`src/rtl/snake_motion.sv`:
```
// snake_motion: paced snake head mover (buttons/start/GameOver in; head, 20-entry history, move_tick, state out)
module snake_motion #(
  parameter int TICK_DIV = 2500000,
  parameter int STEP = 20,
  parameter int START_X = 320,
  parameter int START_Y = 240,
  parameter int MAX_X = 620,
  parameter int MAX_Y = 460
) (
  input  logic         vga_clk,
  input  logic         reset,
  input  logic         btn_up,
  input  logic         btn_down,
  input  logic         btn_left,
  input  logic         btn_right,
  input  logic         start,
  input  logic         GameOver,
  output logic [9:0]   snakex,
  output logic [9:0]   snakey,
  output logic [199:0] storex,
  output logic [199:0] storey,
  output logic         move_tick,
  output logic [1:0]   state
);
  localparam int CW = $clog2(TICK_DIV);
  localparam logic [CW-1:0] LAST = CW'(TICK_DIV - 1);
  localparam logic [9:0] S = 10'(STEP);
  localparam logic [9:0] SX = 10'(START_X);
  localparam logic [9:0] SY = 10'(START_Y);
  localparam logic [9:0] MX = 10'(MAX_X);
  localparam logic [9:0] MY = 10'(MAX_Y);
  localparam logic [9:0] XLIM = 10'(MAX_X - STEP);
  localparam logic [9:0] YLIM = 10'(MAX_Y - STEP);
  typedef enum logic [1:0] {IDLE, RUN, DEAD} st_t;
  typedef enum logic [1:0] {UP, DOWN, LEFT, RIGHT} dir_t;
  st_t st, st_nx;
  dir_t dir, pend, pend_nx, req;
  logic [CW-1:0] cnt, cnt_nx;
  logic have, run, mv, init;
  logic [9:0] nx_x, nx_y;
  assign state = st;
  always_ff @(posedge vga_clk)
    st <= reset ? IDLE : st_nx;
  always_comb begin
    st_nx = st == IDLE ? (start ? RUN : IDLE) : st == RUN ? (GameOver ? DEAD : RUN) : (start ? IDLE : DEAD);
    run = st == RUN && !GameOver;
    init = st == DEAD && start;
    mv = run && cnt == LAST;
    have = btn_up | btn_down | btn_left | btn_right;
    req = btn_up ? UP : btn_down ? DOWN : btn_left ? LEFT : RIGHT;
    // encoding pairs opposites so they differ only in bit 0
    pend_nx = (run && have && (req ^ dir) != 2'b01) ? req : pend;
    cnt_nx = run ? (cnt == LAST ? '0 : cnt + 1'b1) : st == IDLE ? '0 : cnt;
    nx_x = pend == LEFT ? (snakex < S ? 10'd0 : snakex - S) : pend == RIGHT ? (snakex > XLIM ? MX : snakex + S) : snakex;
    nx_y = pend == UP ? (snakey < S ? 10'd0 : snakey - S) : pend == DOWN ? (snakey > YLIM ? MY : snakey + S) : snakey;
  end
  always_ff @(posedge vga_clk) begin
    if (reset || init) begin
      snakex <= SX;
      snakey <= SY;
      storex <= '0;
      storey <= '0;
      dir <= RIGHT;
      pend <= RIGHT;
      cnt <= '0;
      move_tick <= 1'b0;
    end else begin
      move_tick <= mv;
      pend <= pend_nx;
      cnt <= cnt_nx;
      if (mv) begin
        dir <= pend;
        snakex <= nx_x;
        snakey <= nx_y;
        storex <= {storex[189:0], snakex};
        storey <= {storey[189:0], snakey};
      end
    end
  end
endmodule

```
`config.mk`:
```
export PLATFORM = sky130hd
export DESIGN_NAME = snake_motion
export DESIGN_NICKNAME = d
export VERILOG_FILES = /design/src/rtl/snake_motion.sv
export SDC_FILE = /design/constraint.sdc
export NUM_CORES = 1
export LEC_CHECK = 0
export ABC_CLOCK_PERIOD_IN_PS = 3800
export CORE_MARGIN = 8
export CORE_UTILIZATION = 51
export DETAILED_ROUTE_END_ITERATION = 6
export PLACE_DENSITY = 0.92
export SLEW_MARGIN = 15
export SYNTH_ARGS = -nofsm -noshare
export SYNTH_HDL_FRONTEND = slang
export SYNTH_SLANG_ARGS = --single-unit
```
`constraint.sdc`:
```
create_clock -name vga_clk -period 3.8 [get_ports vga_clk]
set_input_delay 0.38 -clock vga_clk [delete_from_list [all_inputs] [get_ports vga_clk]]
set_output_delay 0.38 -clock vga_clk [all_outputs]
set_load 0.005 [all_outputs]
```
* Word-level counts from Yosys, hierarchy flattened
Index checks and enable logic that the tools add are counted.
W data, S select, Z words.
** Word-level totals
- Register bits after elaboration :: 449
- Bits in latches :: 0
- Bits in writable memories :: 0
- ROM bits :: 0
- Logic and storage cells :: 62
- Memories kept :: 0
** Operators by class
- $add $sub $neg :: 5
- Multiply operators :: 0
- Divide/modulo/power cells :: 0
- Order comparisons :: 4
- Equality and inequality tests :: 7
- Shift-type cells :: 0
- Multiplexer cells :: 19
- Bitwise operators :: 4
- Reductions and logical operators :: 14
** Operators by type and width (number)
- $mux W10 :: 8
- $mux W22 :: 3
- $add A22 B1 Y22 const B :: 1
- $eq A22 B22 Y1 const B :: 1
- $add A10 B5 Y10 const B :: 2
- $lt A10 B5 Y1 const B :: 2
- $sub A10 B5 Y10 const B :: 2
- $mux W2 :: 6
- $gt A10 B10 Y1 const B :: 1
- $gt A10 B9 Y1 const B :: 1
- $eq A2 B2 Y1 const B :: 3
- $reduce_bool A2 Y1 :: 3
- $logic_and A1 B1 Y1 :: 5
- $eq A2 B1 Y1 const B :: 2
- $logic_not A2 Y1 :: 2
- $reduce_and A2 Y1 :: 2
- $or A1 B1 Y1 :: 3
- $mux W1 :: 2
- $ne A2 B1 Y1 const B :: 1
- $xor A2 B2 Y2 :: 1
- $logic_not A1 Y1 :: 1
- $logic_or A1 B1 Y1 :: 1

* Logic depth before layout (Yosys ltp)
Gate-level depths: netlist (run 1).
- Depth after elaboration :: 6
- Depth in mapped cells :: 9
- Mapped depth without buffers :: 7

* Worst setup path after synthesis (run 1)
Ideal clock, no wire load.
- Path kind :: reg-to-reg
- From :: reg cnt[0]
- To :: reg snakex[8]
- Arrival time :: 1.808 ns
- Required time :: 3.669 ns
- Path slack :: 1.861 ns
- Stages on the path, launching flop included :: 8
- Buffers on the path :: 1
- Path through :: dfxtp_1 > ha_1 > and4_1 > nand4b_2 > or3_1 > clkbuf_1 > a221oi_1 > o21ai_0
** On the way
- Cells in the longest elaborated chain, start to end :: 3
** Ends and longest elaborated chain
- start, declared :: RTL line 38 : logic [CW-1:0] cnt, cnt_nx;
- start signal, assigned :: RTL line 70 : cnt <= cnt_nx;
- $eq A22 B22 Y1 :: RTL line 48 : mv = run && cnt == LAST;
- $logic_and A1 B1 Y1 :: RTL line 48
- $reduce_and A2 Y1 (no source line)
- end signal, assigned :: RTL line 73 : snakex <= nx_x;
- end, declared :: RTL line 18 : output logic [9:0] snakex,
Every way passes these cells.
A chain may end at the register's enable or synchronous reset.

* Worst setup path in the final report (run 1)
- From :: reg cnt[0]
- To :: reg storey[165]
** On the way
- Cells in the longest elaborated chain, start to end :: 2
** Ends and longest elaborated chain
- $eq A22 B22 Y1 :: RTL line 48
- $logic_and A1 B1 Y1 :: RTL line 48
- end signal, assigned :: RTL line 76 : storey <= {storey[189:0], snakey};
- end, declared :: RTL line 21 : output logic [199:0] storey,
Every way passes these cells.

==> results of run 1 <==
-- final timing paths --
| kind | slack (ns) | start | to |
|---|---|---|---|
| max | 1.09 | cnt[0] | storey[165] |
| min | 0.46 | storex[192] | storex[192] |
| max reg2reg | 1.09 | cnt[0] | storey[165] |
| min reg2reg | 0.46 | storex[192] | storex[192] |
-- power by group --
part | switching [mW] | leakage (nW) | total [mW] | internal [mW]
registers | 0.00771 | 2.94 | 3.84 | 3.83
logic | 0.131 | 2.65 | 0.164 | 0.0328
clock network | 1.48 | 0.584 | 3.58 | 2.09
-- per-layer routing --
layer | vias up | wire length [um] | global-route usage | share of wire
met5 | - | 0 | 0 | 0
met4 | 0 | 2430 | 0.1252 | 0.053
met3 | 123 | 4844 | 0.07718 | 0.11
met2 | 677 | 21450 | 0.4185 | 0.46
met1 | 6456 | 17410 | 0.2950 | 0.38
li1 | 6525 | - | - | -
-- flip-flops by register name, summed over array words and instances, names as in the netlist --
signal and count:
snakey 8, state 2, storey 160, cnt 22, snakex 8, storex 160, dir 2, move_tick 1
pend 2
-- cells by family (layout without fill, tap and decap cells) --
| group | Yosys count | after routing | share of synthesized area |
|---|---|---|---|
| other cells | 1 | 84 | 0.0002600 |
| xor+xnor | 8 | 8 | 0.004859 |
| simple gates | 798 | 798 | 0.2264 |
| flops | 365 | 365 | 0.5067 |
| buf+inv | 236 | 443 | 0.08849 |
| fa+ha+maj | 8 | 8 | 0.006941 |
| compound gates | 444 | 444 | 0.1649 |
| mux | 2 | 2 | 0.001388 |
-- final cells by class --
| class | count | area [um2] |
|---|---|---|
| clock buffer | 57 | 1114 |
| clock inverter | 7 | 85.08 |
| fill | 2099 | 8911 |
| inverter | 18 | 67.56 |
| multi-input combinational | 1344 | 6161 |
| sequential | 365 | 7307 |
| tap | 378 | 473.0 |
| timing repair buffer | 361 | 3664 |
-- critical path: stages (launching register included) --
cell and delay [ns]:
dfxtp_1 0.41, ha_1 0.19, nand4_1 0.16, nor4_1 0.38, and4_4 0.55, buf_4 0.55
nand2_1 0.15, a21oi_1 0.21
-- layout by cell type (no fill, tap or decap), drive strengths merged, types with 3 or more instances in the layout --
| cell | instances |
|---|---|
| nand4b | 3 |
| buf | 15 |
| nand2 | 670 |
| dfxtp | 365 |
| ha | 8 |
| nand4 | 13 |
| nor2 | 28 |
| or4 | 3 |
| a211oi | 4 |
| xnor2 | 5 |
| conb | 84 |
| xor2 | 3 |
| or3 | 12 |
| nor4 | 11 |
| o21a | 4 |
| a31oi | 13 |
| nor2b | 4 |
| nand2b | 9 |
| clkdlybuf4s50 | 346 |
| clkbuf | 57 |
| nor3 | 15 |
| a21oi | 352 |
| clkinv | 5 |
| nand3 | 17 |
| o211ai | 7 |
| inv | 18 |
| o21ai | 36 |
-- through the flow --
stage,util,instance area (um2)
after global placement,0.6361,17670
after floorplan,-,14730
final,0.6792,18870
after CTS,0.6792,18870
after detailed placement,0.6361,17670
after global routing,0.6792,18870
==> impl_metrics.yaml, run 1 <==
run_status:
  status: "complete, no violations"
worst_hold_path:
  hold_depth: 2
  hold_path_class: "reg2reg"
sta:
  grt_setup_unrepaired: "false"
  setup_viol: 0
  setup_slack_ns: 1.090
  hold_ws_ns: 0.4582
  tightest_slew_ns: 0.9544
  hold_violations: 0
  fin_skew_ns: 0.02033
  fin_setup_tns_ns: 0
  relSlewSlack: 0.3638
  fin_crit_sh: 0.7132
  finalMaxSlewViolations: 0
  post-route-min-period_ns: 2.710
  fmax_mhz: 369.0
cts:
  cts_tree: "yes"
  cts_resized: 0
  cts.sinks: 365
  htree_levels: 2
  cts_buffers: 39
  clockRootBuffer: "clkbuf_16"
  clock_latency_ns: 0.52
  hold_buffers: 0
  path_clk_slew_ns: 0.06
  cts_buffer_depth: 3
  post_cts_buffers: 0
global_route:
  track_usage: 0.2531
  first_global_vias: 12775
  grt_max_degree: 212
  grt_pass1_wl_um: 69670
  overflow: 0
  antenna_found_initial: 0
floorplanning:
  die_h_um: 184.2
  num_rows: 61
  ios: 431
  fp.dieW_um: 184.2
  initial_core_util: 0.5191
  coreArea_um2: 27780
  die-area_um2: 33910
yosys:
  synth.distinct_cells: 60
  yosysSeqAreaShare: 0.5067
  synth_edf_count: 0
  synth_ff_type: "dfxtp_1"
  syn_area_um2: 14420
  synth_top_area_share: 0.5067
  yosys_warnings: 0
  synth-seq-cells: 365
  synthTopCellsByArea: "dfxtp_1 (51%), nand2_1 (17%), a21oi_1 (12%), buf_4 (4.8%), clkbuf_1 (2.3%)"
  syn_area_per_cell_um2: 7.745
  synth_common_cells: "nand2_1 (670), dfxtp_1 (365), a21oi_1 (352)"
  post-synth-top-area-cell: "dfxtp_1"
  yosysMostFrequentCell: "nand2_1"
  postSynth.asyncResetShare: 0
  syn_inst: 1862
placement:
  port_buffers: 346
  gp_congestion: 0.8717
  dp.final_hpwl_um: 32150
  dp_cells: 2466
  post-place-ws_ns: 0.9153
route:
  avgRoutedWirePerCell_um: 18.23
  first_iter_violations: 1175
  dr.pass1.iters: 5
  wl_um: 46130
  drc_errors: 0
  antenna_left: 0
  viasPerCell: 5.447
  vias: 13781
critical_path:
  cp-end-kind: "flip-flop"
  reg2reg_depth: 7
  crit_arrival_ns: 3.14
  startpoint_type: "flip-flop"
  crit_fanout: 54
  criticalPathCategory: "reg2reg"
  cp.required_ns: 4.23
power:
  peakVddDrop_uv: 280.6
  power_density_nw_per_um2: 401.6
  finalPower_mw: 7.579
  cellLeakagePower_nw: 6.170
finish:
  n_antenna_cell: 0
  drive_gt1_frac: 0.03717
  stdcell_count: 2530
  layout.nets: 2145
  areaGrowthSynthToFinish_pct: 30.85
run:
  maxCapViolCount: 0
(Power assumes the default switching activity.)
==> run 2: changes to the inputs <==
Settings changed: ABC_CLOCK_PERIOD_IN_PS 3800 to 2500, CORE_UTILIZATION 51 to 47, PLACE_DENSITY 0.92 to 0.86.
Clock period 3.8 ns to 2.5 ns, I/O delays scaled along.
==> run 2 against run 1 <==
Critical path type unchanged; final cell count rose by 1.9%; highest routed layer unchanged; final area grew 1.9%; flip-flop and latch count stayed put; wire length rose by 1.0%; global-route usage decreased by 1.7 points; combinational power increased by 66%; core utilization shrank 4.7 points; clock-buffer cell count fell by 3; largest power group unchanged; clock skew shrank 0.0038 ns.
==> impl_metrics.yaml, run 2 (synthesized netlist as in run 1, its figures left out) <==
route:
  wl_met3_um: 4950
  dr.pass1.iters: 5
  wl_met1_um: 17420
  viasPerCell: 5.343
  antenna_left: 0
  drc_errors: 0
  avgRoutedWirePerCell_um: 18.08
  vias: 13775
  topRoutingLayerUsed: "met4"
  route.met2.wl_um: 21820
  first_iter_violations: 1079
  wl_um: 46600
finish:
  areaGrowthSynthToFinish_pct: 33.31
  drive_gt1_frac: 0.05270
  multi_input_area_um2: 6173
  fill_cells: 2434
  final_area_um2: 19220
  register_area_um2: 7307
  final_common_cell: "nand2_1"
  n_antenna_cell: 0
  layout_common_cells: "nand2_1 (670), dfxtp_1 (365), a21oi_1 (352)"
  layout.nets: 2172
  top_regs: "storex (160), storey (160), cnt (22)"
worst_hold_path:
  min_to: "state[0]"
  hold_depth: 3
  hold_start: "start"
  hold_path_class: "in2reg"
cts:
  clockRootBuffer: "clkbuf_16"
  cts_buffer_depth: 3
  hold_buffers: 0
  clock_latency_ns: 0.53
  cts_tree: "yes"
  cts_resized: 0
  path_clk_slew_ns: 0.06
  post_cts_buffers: 0
  cts_buffers: 39
  cts.sinks: 365
  htree_levels: 2
floorplanning:
  initial_core_util: 0.4739
  num_rows: 64
  die_h_um: 191.2
  ios: 431
  coreArea_um2: 30430
  die-area_um2: 36540
  fp.dieW_um: 191.2
sta:
  fin_crit_sh: 0.9399
  fin_skew_ns: 0.01653
  finalMaxSlewViolations: 0
  tightest_slew_ns: 0.5921
  post-route-min-period_ns: 2.350
  relSlewSlack: 0.6053
  hold_violations: 0
  fmax_mhz: 425.6
  setup_viol: 0
  hold_ws_ns: 0.4498
global_route:
  track_usage: 0.2357
  antenna_found_initial: 0
  grt_max_degree: 134
  grt_pass1_wl_um: 69910
  first_global_vias: 12835
  overflow: 0
critical_path:
  crit_fanout: 40
  r2r_slack_ns: 0.15
  reg2reg_depth: 8
  cp.required_ns: 2.93
  startpoint_type: "flip-flop"
  r2r-start: "cnt[0]"
  criticalPathCategory: "reg2reg"
  cp-end-kind: "flip-flop"
  crit_arrival_ns: 2.78
  timing.rr.end: "storey[36]"
placement:
  gp_congestion: 0.8797
  dp.final_hpwl_um: 32930
  port_buffers: 346
  placed_cell_area_um2: 18000
run_status:
  status: "complete, no violations"
power:
  cellLeakagePower_nw: 6.363
  peakVddDrop_uv: 537.0
  power_density_nw_per_um2: 603.4
run:
  maxCapViolCount: 0
run 2: changes by cell type in the layout (fill, tap and decap cells not counted):
| cell | delta |
|---|---|
| a31oi_1 | -1 |
| a31oi_2 | +1 |
| buf_12 | +8 |
| buf_4 | +19 |
| clkbuf_1 | -3 |
| clkinv_2 | +7 |
| clkinvlp_4 | -1 |
| nor4_1 | -1 |
| nor4_2 | +1 |
| o21ai_0 | +1 |
| o21ai_1 | -1 |
run 2: where the power goes:
part | internal [mW] | leakage [nW] | switching, mW
Sequential | 5.82 | 2.94 | 0.0128
Combinational | 0.0673 | 2.82 | 0.206
Clock | 3.19 | 0.607 | 2.31
run 2: per-stage QoR:
| stage | power, mW | cells | util | worst slack, ns | TNS, ns |
|---|---|---|---|---|---|
| global placement | 6.217 | 2511 | 0.5914 | 0.1160 | 0 |
| detailed placement | 6.224 | 2511 | 0.5914 | 0.1657 | 0 |
| floorplan | 6.230 | 1945 | - | 0.5607 | 0 |
| CTS | 11.69 | 2578 | 0.6314 | 0.1679 | 0 |
| global route | 11.97 | 2578 | 0.6318 | -0.06087 | -0.06087 |
| finish | 11.60 | 2578 | 0.6318 | 0.1503 | 0 |
run 2: final cells by class:
class / instances / area share
timing repair buffer: 388 / 0.2063
inverter: 18 / 0.003514
multi-input combinational: 1344 / 0.3211
sequential: 365 / 0.3801
clock inverter: 13 / 0.005857
tap: 396 / 0.02577
clock buffer: 54 / 0.05734
run 2: how the worst max path moves through the flow:
stage	from	endpoint	slack (ns)	depth (start not counted)
final	cnt[0]	storey[36]	0.15	8
after global routing	cnt[0]	storey[36]	-0.06	8
after CTS	cnt[0]	storey[36]	0.17	8
after detailed placement	cnt[0]	storey[36]	0.17	8
after global placement	GameOver	snakey[5]	0.12	6
after floorplan	cnt[0]	snakex[8]	0.56	7
run 2: critical path, stage by stage (launching register included):
cell and delay, ns:
dfxtp_1 0.41, ha_1 0.21, nand4_1 0.21, nor4_2 0.33
and4_4 0.31, buf_12 0.24, buf_12 0.23, nand2_1 0.09
a21oi_1 0.22
run 2: layer usage:
layer	global-route usage	vias to the layer above
met4	0.1169	0
met3	0.07260	121
met1	0.2675	6401
met5	0	-
met2	0.3972	675
li1	-	6578
==> run 3: changes to the inputs <==
Settings changed: CORE_UTILIZATION 47 to 49, CTS_BUF_LIST from default to sky130_fd_sc_hd__clkbuf_8, HOLD_SLACK_MARGIN from default to 0.08, PLACE_DENSITY 0.86 to 0.89.
==> run 3 against run 2 <==
Flip-flop and latch count unchanged; via count increased by 0.85%; worst setup slack improved by 0.088 ns; clock-buffer cell count increased by 22; core utilization increased by 2.4 points; combinational power increased by 4%; highest routed layer unchanged.
==> impl_metrics.yaml, run 3 (synthesized netlist as in run 1, its figures left out) <==
worst_hold_path:
  hold_path_class: "in2reg"
  hold_start: "start"
  min_to: "state[1]"
  hold_depth: 2
sta:
  grt_setup_unrepaired: "false"
  fin_crit_sh: 0.9048
  finalMaxSlewViolations: 0
  fmax_mhz: 442.1
  setup_viol: 0
  fin_setup_tns_ns: 0
  hold_violations: 0
  setup_slack_ns: 0.2379
  relSlewSlack: 0.6314
  fin_skew_ns: 0.02642
  tightest_slew_ns: 0.5479
  post-route-min-period_ns: 2.262
finish:
  final_common_cell: "nand2_1"
  postLayoutCoreUtil: 0.6560
  layout_common_cells: "nand2_1 (670), dfxtp_1 (365), a21oi_1 (352)"
  n_antenna_cell: 0
  top_regs: "storex (160), storey (160), cnt (22)"
  areaGrowthSynthToFinish_pct: 33.38
  stdcell_count: 2608
  layout.nets: 2194
  drive_gt1_frac: 0.06222
cts:
  path_clk_slew_ns: 0.06
  cts_buffers: 58
  cts_resized: 0
  cts.sinks: 365
  post_cts_buffers: 0
  hold_buffers: 0
  clockRootBuffer: "clkbuf_8"
  clock_latency_ns: 0.60
  htree_levels: 2
  cts_buffer_depth: 3
  cts_tree: "yes"
power:
  p_int_mw: 8.706
  cellLeakagePower_nw: 6.461
  p_comb_frac: 0.025
  switching_share: 0.2255
  finalPower_mw: 11.24
  power_density_nw_per_um2: 584.4
  peakVddDrop_uv: 571.1
  clkPwrFrac: 0.456
  netSwitchingPower_mw: 2.535
  pwr-share-seq: 0.519
route:
  first_iter_violations: 1013
  wl_met3_um: 4672
  wl_um: 46520
  dr.pass1.iters: 5
  route.met2.wl_um: 21690
  antenna_left: 0
  drc_errors: 0
  topRoutingLayerUsed: "met4"
  vias: 13892
  wl_met1_um: 17840
  avgRoutedWirePerCell_um: 17.84
  viasPerCell: 5.327
critical_path:
  cp-end-kind: "flip-flop"
  cp.required_ns: 2.98
  crit_arrival_ns: 2.74
  timing.rr.end: "snakey[4]"
  r2r-start: "snakey[2]"
  crit_start: "snakey[2]"
  startpoint_type: "flip-flop"
  r2r_slack_ns: 0.24
  reg2reg_depth: 7
  crit_fanout: 8
  criticalPathCategory: "reg2reg"
floorplanning:
  initial_core_util: 0.4918
  coreArea_um2: 29320
  fp.dieW_um: 187.6
  die_h_um: 187.6
  ios: 431
  num_rows: 63
  die-area_um2: 35180
run_status:
  status: "complete, no violations"
global_route:
  track_usage: 0.2497
  grt_pass1_wl_um: 73020
  grt_max_degree: 132
  antenna_found_initial: 0
  overflow: 0
  first_global_vias: 13368
placement:
  gp_congestion: 0.8794
  dp_cells: 2508
  post-place-ws_ns: 0.1264
  dp.final_hpwl_um: 32970
  port_buffers: 346
run:
  maxCapViolCount: 0
[run 3: area by class of cell]
cell class              count  area (um2)
clock inverters            24       138.9
clock buffers              76        1046
multi-input cells        1344        6161
flip-flops and latches    365        7307
well taps                 390       488.0
fillers                  2276       10090
inverters                  18       67.56
repair buffers            391        4026
[run 3: layer usage]
metal  global-route usage  vias to the layer above
li1                     -                     6638
met1               0.2891                     6449
met2               0.4132                      675
met3              0.07931                      130
met4               0.1218                        0
met5                    0                        -
[run 3: per-stage QoR]
stage          hold slack [ns]  instance area (um2)
2_1_floorplan           0.3285                14730
3_3_place_gp            0.4388                18050
3_5_place_dp            0.4508                18050
4_1_cts                 0.2988                19230
5_1_grt                 0.3384                19230
6_report                0.3281                19230
[run 3: critical path, stage by stage (launching register included)]
cell,delay (ns)
dfxtp_1,0.49
inv_1,0.15
ha_1,0.22
nand4b_1,0.16
a21oi_1,0.43
nand2b_1,0.26
o21ai_0,0.10
a221o_1,0.34
[run 3: worst max path at each step]
stage	endpoint
after floorplan	snakex[8]
after global routing	storex[79]
after global placement	snakey[5]
after detailed placement	snakey[5]
after CTS	storey[77]
final	snakey[4]
[run 3: power by group through the flow]
| stage | Sequential (mW) | Clock (mW) | Combinational (mW) |
|---|---|---|---|
| 2_1_floorplan | 5.95 | 0 | 0.276 |
| 3_3_place_gp | 5.96 | 0 | 0.265 |
| 3_5_place_dp | 5.96 | 0 | 0.270 |
| 4_1_cts | 5.83 | 5.21 | 0.272 |
| 5_1_grt | 5.83 | 5.50 | 0.310 |
| 6_report | 5.83 | 5.12 | 0.283 |
